$ cat config.mk
export PLATFORM = sky130hd
export DESIGN_NAME = turn_sequencer_flat
export DESIGN_NICKNAME = d
export VERILOG_FILES = /design/src/rtl/turn_pkg.sv /design/src/rtl/turn_sequencer_if.sv /design/src/rtl/turn_timer.sv /design/src/rtl/turn_sequencer.sv /design/src/flat_wrapper.sv
export SDC_FILE = /design/constraint.sdc
export NUM_CORES = 1
export LEC_CHECK = 0
export BUFFER_PORTS_ARGS = -buffer_cell sky130_fd_sc_hd__buf_2
export CORE_MARGIN = 1.5
export CORE_UTILIZATION = 40
export DETAILED_ROUTE_END_ITERATION = 10
export PLACE_DENSITY = 0.63
export SLEW_MARGIN = 30
export SYNTH_ARGS = -nofsm -noshare
export SYNTH_HDL_FRONTEND = slang
export SYNTH_HIERARCHICAL = 1
export SYNTH_SLANG_ARGS = --single-unit
$ cat constraint.sdc
create_clock -name clock -period 3.7 [get_ports clock]
set_clock_uncertainty 0.2 [all_clocks]
set_input_delay 0.37 -clock clock [delete_from_list [all_inputs] [get_ports clock]]
set_output_delay 0.37 -clock clock [all_outputs]
set_load 0.05 [all_outputs]
$ cat src/rtl/turn_pkg.sv
// Shared constants for the turn sequencer: FSM state encodings and default board size.
package turn_pkg;

  // 3-bit state encoding; the value 7 is unused and recovers to StInitial.
  localparam logic [2:0] StInitial = 3'd0;
  localparam logic [2:0] StChoice  = 3'd1;
  localparam logic [2:0] StPutWait = 3'd2;
  localparam logic [2:0] StWrite   = 3'd3;
  localparam logic [2:0] StCheck   = 3'd4;
  localparam logic [2:0] StChange  = 3'd5;
  localparam logic [2:0] StOver    = 3'd6;

  // 15x15 board.
  localparam int unsigned BoardCells = 225;

endpackage

$ cat src/rtl/turn_sequencer_if.sv
// Control bundle between the turn sequencer and its front end / board / win-check datapath.
interface turn_sequencer_if #(
  parameter int unsigned PLAYER_W = 1,
  parameter int unsigned MOVE_W   = 8
);
  logic                put;
  logic                move_legal;
  logic                check_done;
  logic                check_win;
  logic                restart;
  logic [PLAYER_W-1:0] current_player;
  logic                change_able_read;
  logic                write_en;
  logic                check_req;
  logic                change_turn;
  logic                illegal_pulse;
  logic                timeout_pulse;
  logic                game_over;
  logic                draw;
  logic [PLAYER_W-1:0] winner;
  logic [MOVE_W-1:0]   move_count;

  // Environment side: front end, board and win checker.
  modport master (
    output put, move_legal, check_done, check_win, restart,
    input  current_player, change_able_read, write_en, check_req, change_turn,
    input  illegal_pulse, timeout_pulse, game_over, draw, winner, move_count
  );

  // Sequencer side.
  modport slave (
    input  put, move_legal, check_done, check_win, restart,
    output current_player, change_able_read, write_en, check_req, change_turn,
    output illegal_pulse, timeout_pulse, game_over, draw, winner, move_count
  );
endinterface

$ cat src/rtl/turn_timer.sv
// Per-turn cycle counter with synchronous clear, count enable and expiry flag.
module turn_timer #(
  parameter int unsigned TURN_TIMEOUT = 0,
  parameter int unsigned TIMER_W      = 32
) (
  input  logic clock,
  input  logic resetn,
  input  logic clear_i,
  input  logic enable_i,
  output logic expire_o
);

  logic [TIMER_W-1:0] count_q, count_d;

  // Clear wins over enable; otherwise count up while enabled.
  always_comb begin
    count_d = count_q;
    if (clear_i) begin
      count_d = '0;
    end else if (enable_i) begin
      count_d = count_q + 1'b1;
    end
  end

  // Counter register.
  always_ff @(posedge clock or negedge resetn) begin
    if (!resetn) begin
      count_q <= '0;
    end else begin
      count_q <= count_d;
    end
  end

  // Expiry flags the last allowed cycle so the FSM can leave on that same cycle.
  generate
    if (TURN_TIMEOUT == 0) begin : g_no_timeout
      assign expire_o = 1'b0;
    end else begin : g_timeout
      assign expire_o = (count_q == TIMER_W'(TURN_TIMEOUT - 1));
    end
  endgenerate

endmodule

$ cat src/rtl/turn_sequencer.sv
// N-player turn FSM: legality-gated board write, win-check handshake, per-turn timeout,
// move counting with draw detection and a terminal game-over state with restart.
module turn_sequencer
  import turn_pkg::*;
#(
  parameter int unsigned NUM_PLAYERS  = 2,
  parameter int unsigned PLAYER_W     = $clog2(NUM_PLAYERS),
  parameter int unsigned MAX_MOVES    = BoardCells,
  parameter int unsigned MOVE_W       = $clog2(MAX_MOVES + 1),
  parameter int unsigned TURN_TIMEOUT = 0,
  parameter int unsigned TIMER_W      = 32
) (
  input logic             clock,
  input logic             resetn,
  turn_sequencer_if.slave seq_io
);

  logic [2:0]          state_q, state_d;
  logic [PLAYER_W-1:0] player_q, player_d;
  logic [PLAYER_W-1:0] winner_q, winner_d;
  logic [MOVE_W-1:0]   count_q, count_d;
  logic                draw_q, draw_d;
  logic                legal_q, legal_d;
  logic                timer_clear;
  logic                timer_en;
  logic                timer_expire;

  // Timer freezes on the cycle put is seen and throughout PUT_WAIT; an illegal
  // release resumes the same turn budget rather than restarting it.
  assign timer_clear = (state_q == StInitial) || (state_q == StChange);
  assign timer_en    = (state_q == StChoice) && !seq_io.put;

  turn_timer #(
    .TURN_TIMEOUT (TURN_TIMEOUT),
    .TIMER_W      (TIMER_W)
  ) u_timer (
    .clock    (clock),
    .resetn   (resetn),
    .clear_i  (timer_clear),
    .enable_i (timer_en),
    .expire_o (timer_expire)
  );

  // Next-state and datapath-register update.
  always_comb begin
    state_d  = state_q;
    player_d = player_q;
    winner_d = winner_q;
    count_d  = count_q;
    draw_d   = draw_q;
    legal_d  = legal_q;
    case (state_q)
      StInitial: begin
        legal_d = 1'b0;
        state_d = StChoice;
      end
      StChoice: begin
        legal_d = seq_io.move_legal;
        if (seq_io.put) begin
          state_d = StPutWait;
        end else if (timer_expire) begin
          state_d = StChange;
        end
      end
      StPutWait: begin
        if (!seq_io.put) begin
          state_d = legal_q ? StWrite : StChoice;
        end
      end
      StWrite: begin
        if (count_q != MOVE_W'(MAX_MOVES)) begin
          count_d = count_q + 1'b1;
        end
        state_d = StCheck;
      end
      StCheck: begin
        if (seq_io.check_done) begin
          // A win on the final move beats the draw.
          if (seq_io.check_win) begin
            state_d  = StOver;
            winner_d = player_q;
            draw_d   = 1'b0;
          end else if (count_q == MOVE_W'(MAX_MOVES)) begin
            state_d = StOver;
            draw_d  = 1'b1;
          end else begin
            state_d = StChange;
          end
        end
      end
      StChange: begin
        player_d = (player_q == PLAYER_W'(NUM_PLAYERS - 1)) ? '0 : player_q + 1'b1;
        state_d  = StChoice;
      end
      StOver: begin
        if (seq_io.restart) begin
          state_d  = StInitial;
          player_d = '0;
          count_d  = '0;
          winner_d = '0;
          draw_d   = 1'b0;
        end
      end
      default: state_d = StInitial;
    endcase
  end

  // State and datapath registers.
  always_ff @(posedge clock or negedge resetn) begin
    if (!resetn) begin
      state_q  <= StInitial;
      player_q <= '0;
      winner_q <= '0;
      count_q  <= '0;
      draw_q   <= 1'b0;
      legal_q  <= 1'b0;
    end else begin
      state_q  <= state_d;
      player_q <= player_d;
      winner_q <= winner_d;
      count_q  <= count_d;
      draw_q   <= draw_d;
      legal_q  <= legal_d;
    end
  end

  // Moore strobes from the state register; the two event pulses also qualify on inputs.
  always_comb begin
    seq_io.change_able_read = (state_q == StChoice);
    seq_io.write_en         = (state_q == StWrite);
    seq_io.check_req        = (state_q == StCheck);
    seq_io.change_turn      = (state_q == StChange);
    seq_io.game_over        = (state_q == StOver);
    seq_io.illegal_pulse    = (state_q == StPutWait) && !seq_io.put && !legal_q;
    seq_io.timeout_pulse    = (state_q == StChoice) && !seq_io.put && timer_expire;
    seq_io.current_player   = player_q;
    seq_io.winner           = winner_q;
    seq_io.draw             = draw_q;
    seq_io.move_count       = count_q;
  end

endmodule
$ cat src/flat_wrapper.sv
// flat-port wrapper written by rule: the top's interface ports become plain ports
module turn_sequencer_flat import turn_pkg::*;
#(
  parameter int unsigned NUM_PLAYERS  = 2,
  parameter int unsigned PLAYER_W     = $clog2(NUM_PLAYERS),
  parameter int unsigned MAX_MOVES    = BoardCells,
  parameter int unsigned MOVE_W       = $clog2(MAX_MOVES + 1),
  parameter int unsigned TURN_TIMEOUT = 0,
  parameter int unsigned TIMER_W      = 32
)
  (clock, resetn, seq_io_put, seq_io_move_legal, seq_io_check_done, seq_io_check_win, seq_io_restart, seq_io_current_player, seq_io_change_able_read, seq_io_write_en, seq_io_check_req, seq_io_change_turn, seq_io_illegal_pulse, seq_io_timeout_pulse, seq_io_game_over, seq_io_draw, seq_io_winner, seq_io_move_count);
  turn_sequencer_if #(.PLAYER_W(PLAYER_W), .MOVE_W(MOVE_W)) seq_io_i ();
  input logic clock;
  input logic resetn;
  input wire logic [$bits(seq_io_i.put)-1:0] seq_io_put;
  input wire logic [$bits(seq_io_i.move_legal)-1:0] seq_io_move_legal;
  input wire logic [$bits(seq_io_i.check_done)-1:0] seq_io_check_done;
  input wire logic [$bits(seq_io_i.check_win)-1:0] seq_io_check_win;
  input wire logic [$bits(seq_io_i.restart)-1:0] seq_io_restart;
  output wire logic [$bits(seq_io_i.current_player)-1:0] seq_io_current_player;
  output wire logic [$bits(seq_io_i.change_able_read)-1:0] seq_io_change_able_read;
  output wire logic [$bits(seq_io_i.write_en)-1:0] seq_io_write_en;
  output wire logic [$bits(seq_io_i.check_req)-1:0] seq_io_check_req;
  output wire logic [$bits(seq_io_i.change_turn)-1:0] seq_io_change_turn;
  output wire logic [$bits(seq_io_i.illegal_pulse)-1:0] seq_io_illegal_pulse;
  output wire logic [$bits(seq_io_i.timeout_pulse)-1:0] seq_io_timeout_pulse;
  output wire logic [$bits(seq_io_i.game_over)-1:0] seq_io_game_over;
  output wire logic [$bits(seq_io_i.draw)-1:0] seq_io_draw;
  output wire logic [$bits(seq_io_i.winner)-1:0] seq_io_winner;
  output wire logic [$bits(seq_io_i.move_count)-1:0] seq_io_move_count;
  assign seq_io_i.put = seq_io_put;
  assign seq_io_i.move_legal = seq_io_move_legal;
  assign seq_io_i.check_done = seq_io_check_done;
  assign seq_io_i.check_win = seq_io_check_win;
  assign seq_io_i.restart = seq_io_restart;
  assign seq_io_current_player = seq_io_i.current_player;
  assign seq_io_change_able_read = seq_io_i.change_able_read;
  assign seq_io_write_en = seq_io_i.write_en;
  assign seq_io_check_req = seq_io_i.check_req;
  assign seq_io_change_turn = seq_io_i.change_turn;
  assign seq_io_illegal_pulse = seq_io_i.illegal_pulse;
  assign seq_io_timeout_pulse = seq_io_i.timeout_pulse;
  assign seq_io_game_over = seq_io_i.game_over;
  assign seq_io_draw = seq_io_i.draw;
  assign seq_io_winner = seq_io_i.winner;
  assign seq_io_move_count = seq_io_i.move_count;
  turn_sequencer #(.NUM_PLAYERS(NUM_PLAYERS), .PLAYER_W(PLAYER_W), .MAX_MOVES(MAX_MOVES), .MOVE_W(MOVE_W), .TURN_TIMEOUT(TURN_TIMEOUT), .TIMER_W(TIMER_W)) u_core (.clock(clock), .resetn(resetn), .seq_io(seq_io_i));
endmodule
==> results by group <==
Drt
  • 1st-pass router iterations: 4
  • DR vias/cell: between 5 and 6
  • Via count: 866
  • ANT nets after route: 0
  • DR iter-0 viols: 22
  • Residual DRC: 0
  • Avg WL per Cell: between 10 and 15 microns
  • Drt total wl: around 2200 microns

Finish
  • Design area: ~1100 sq um
  • Post-layout util: 0.494
  • # diodes: 0
  • Share of layout cells above drive strength 1: 0.220
  • NumNets Final: roughly 140
  • Syn-to-layout area delta: 16.7%

Worst setup path
  • Arr. time, crit path: between 1.5 and 2 ns
  • Worst Reg-to-Reg Cells: 6
  • Worst r2r src: u_core/seq_io.move_count[1]$_DFFE_PN0P_
  • Critical path startpoint: u_core/state_q[2]$_DFFE_PN0P_
  • Worst r2r dst: u_core/seq_io.move_count[1]$_DFFE_PN0P_
  • Required time of the critical path: between 3 and 4 ns
  • CP Launch Type: flop
  • Reg2Reg Setup Slack: 1.71 ns
  • WS Path Type: reg2out
  • Crit Path Max Fanout: 16
  • CP endpoint kind: output pin

CTS
  • H-tree depth: 1
  • CTS Hold Buffers Added: 1
  • Clk buf depth: 2
  • Post-CTS Setup Inserts: 0
  • Root Driver: clkbuf_4
  • Clock transition at path regs: ~0.090 ns
  • Clock Sinks: 15
  • CTS Buf Count: 3
  • Clk_lat worst skew: ~0.27 ns
  • Post-CTS resize count: 0
  • CTS tree: yes

STA
  • Setup violators final: 0
  • Fin crit period: 2.42 ns
  • Hold WS: between 0.1 and 0.15 ns
  • Final Cycle Share: 0.653
  • Slew headroom: 0.509
  • Final TNS setup: 0 ns
  • Slew Limit Fails: 0
  • RSZ-0062 raised after global routing: no
  • Peak Freq: slightly above 400 MHz
  • Fin. Hold Viols: 0
  • Worst Tran Pin Value: approximately 0.73 ns

Floorplanning
  • IO Pins: 25
  • Core area: between 2000 and 2500 sq um
  • Initial core utilization: 0.424
  • # rows: 17
  • Die Span X: between 50 and 60 microns
  • Die area: 2640 sq um
  • Die Ht: roughly 51 microns

GRT
  • First-pass GRT wire length: around 3700 microns
  • M1 GR Usage: 0.253
  • Vias in the first global route: slightly above 800
  • GRT overflow: 0
  • Largest net degree at the start of global routing: 23
  • Grt met3 use: 0.0292
  • Initial antenna violation count: 0
  • GR peak layer: met2
  • GRT met2 Usage: 0.301
  • Gr usage total: 0.187

Synth
  • Synth warn: 6
  • Post-Syn Instances: 110
  • Synth Area per Inst: between 8 and 9 sq um
  • Synthesized Nets: approximately 120
  • Mapped Area: approximately 940 sq um

Power and ir drop
  • Pwr dens: just under 1000 nW/um^2
  • Worst vdd ir: ~0.00045 V
  • Leak: between 0.5 and 0.6 nW

Place
  • Area post-placement: 1060 sq um
  • Port bufs: 23
  • Gpl congestion: between 0.7 and 0.8
  • Dpl hpwl: roughly 1600 microns

Flow run
  • Number of max-cap violations: 0

Min path
  • Hold_sp: seq_io_move_legal
  • Hold Path Class: in2reg
  • Hold Path Stages: 3
  • Hold Path End: u_core/legal_q$_DFFE_PN0P_

Run status
  • Status: finished clean
## cells in the final DEF (no fill, tap or decap), drive strengths merged, types with 2 or more instances in the layout
cell type  count
nand3          5
o21ai          9
nor3           3
nand2b         4
nor4           3
clkbuf         4
ha             2
and2           2
xnor2          3
nor2           8
nand2          9
and3           3
nand3b         4
dfrtp         15
o31ai          4
a21oi          7
nor2b          4
inv            5
buf           23
## flip-flops by register name, indices dropped and copies added, names as in the netlist
register	flops
u_core/legal_q	1
u_core/seq_io.current_player	1
u_core/seq_io.draw	1
u_core/seq_io.move_count	8
u_core/seq_io.winner	1
u_core/state_q	3
## per-stage QoR
stage	instances	setup slack, ns	power (W)
final	160	1.28	0.00106
after global routing	160	1.17	0.00114
after global placement	155	1.65	0.000960
after CTS	160	1.29	0.00107
after floorplan	110	0.983	0.000838
after detailed placement	155	1.61	0.000972
## where the power goes
part	internal (W)	total [W]	switching [W]
clock	0.0000418	0.0000930	0.0000512
sequential	0.000235	0.000369	0.000134
combinational	0.000178	0.000595	0.000417
## critical path: stages (launching register included)
cell and delay, ns:
dfrtp_1 0.65, nor2b_1 0.43, and2_1 0.22, buf_2 0.27
## metal layers
metal	routed length (microns)	up-vias	part of all wire
li1	-	436	-
met1	1090	410	0.51
met2	967	18	0.45
met3	79	2	0.037
met4	14	0	0.0065
met5	0	-	0
## layout make-up
class | count | area (sq um)
multi-input combinational | 84 | 513
inverter | 5 | 18.8
timing repair buffer | 24 | 125
sequential | 15 | 375
clock buffer | 4 | 26.3
tap | 28 | 35.0
fill | 223 | 1120
## worst max path at each step
stage	to	slack, ns	cells past startpoint
after floorplan	seq_io_illegal_pulse	0.98	2
final	seq_io_game_over	1.28	3
after detailed placement	seq_io_game_over	1.61	3
after CTS	seq_io_game_over	1.29	3
after global placement	seq_io_game_over	1.65	3
after global routing	seq_io_game_over	1.17	3
Note: power is estimated with default switching activity, not from simulation.
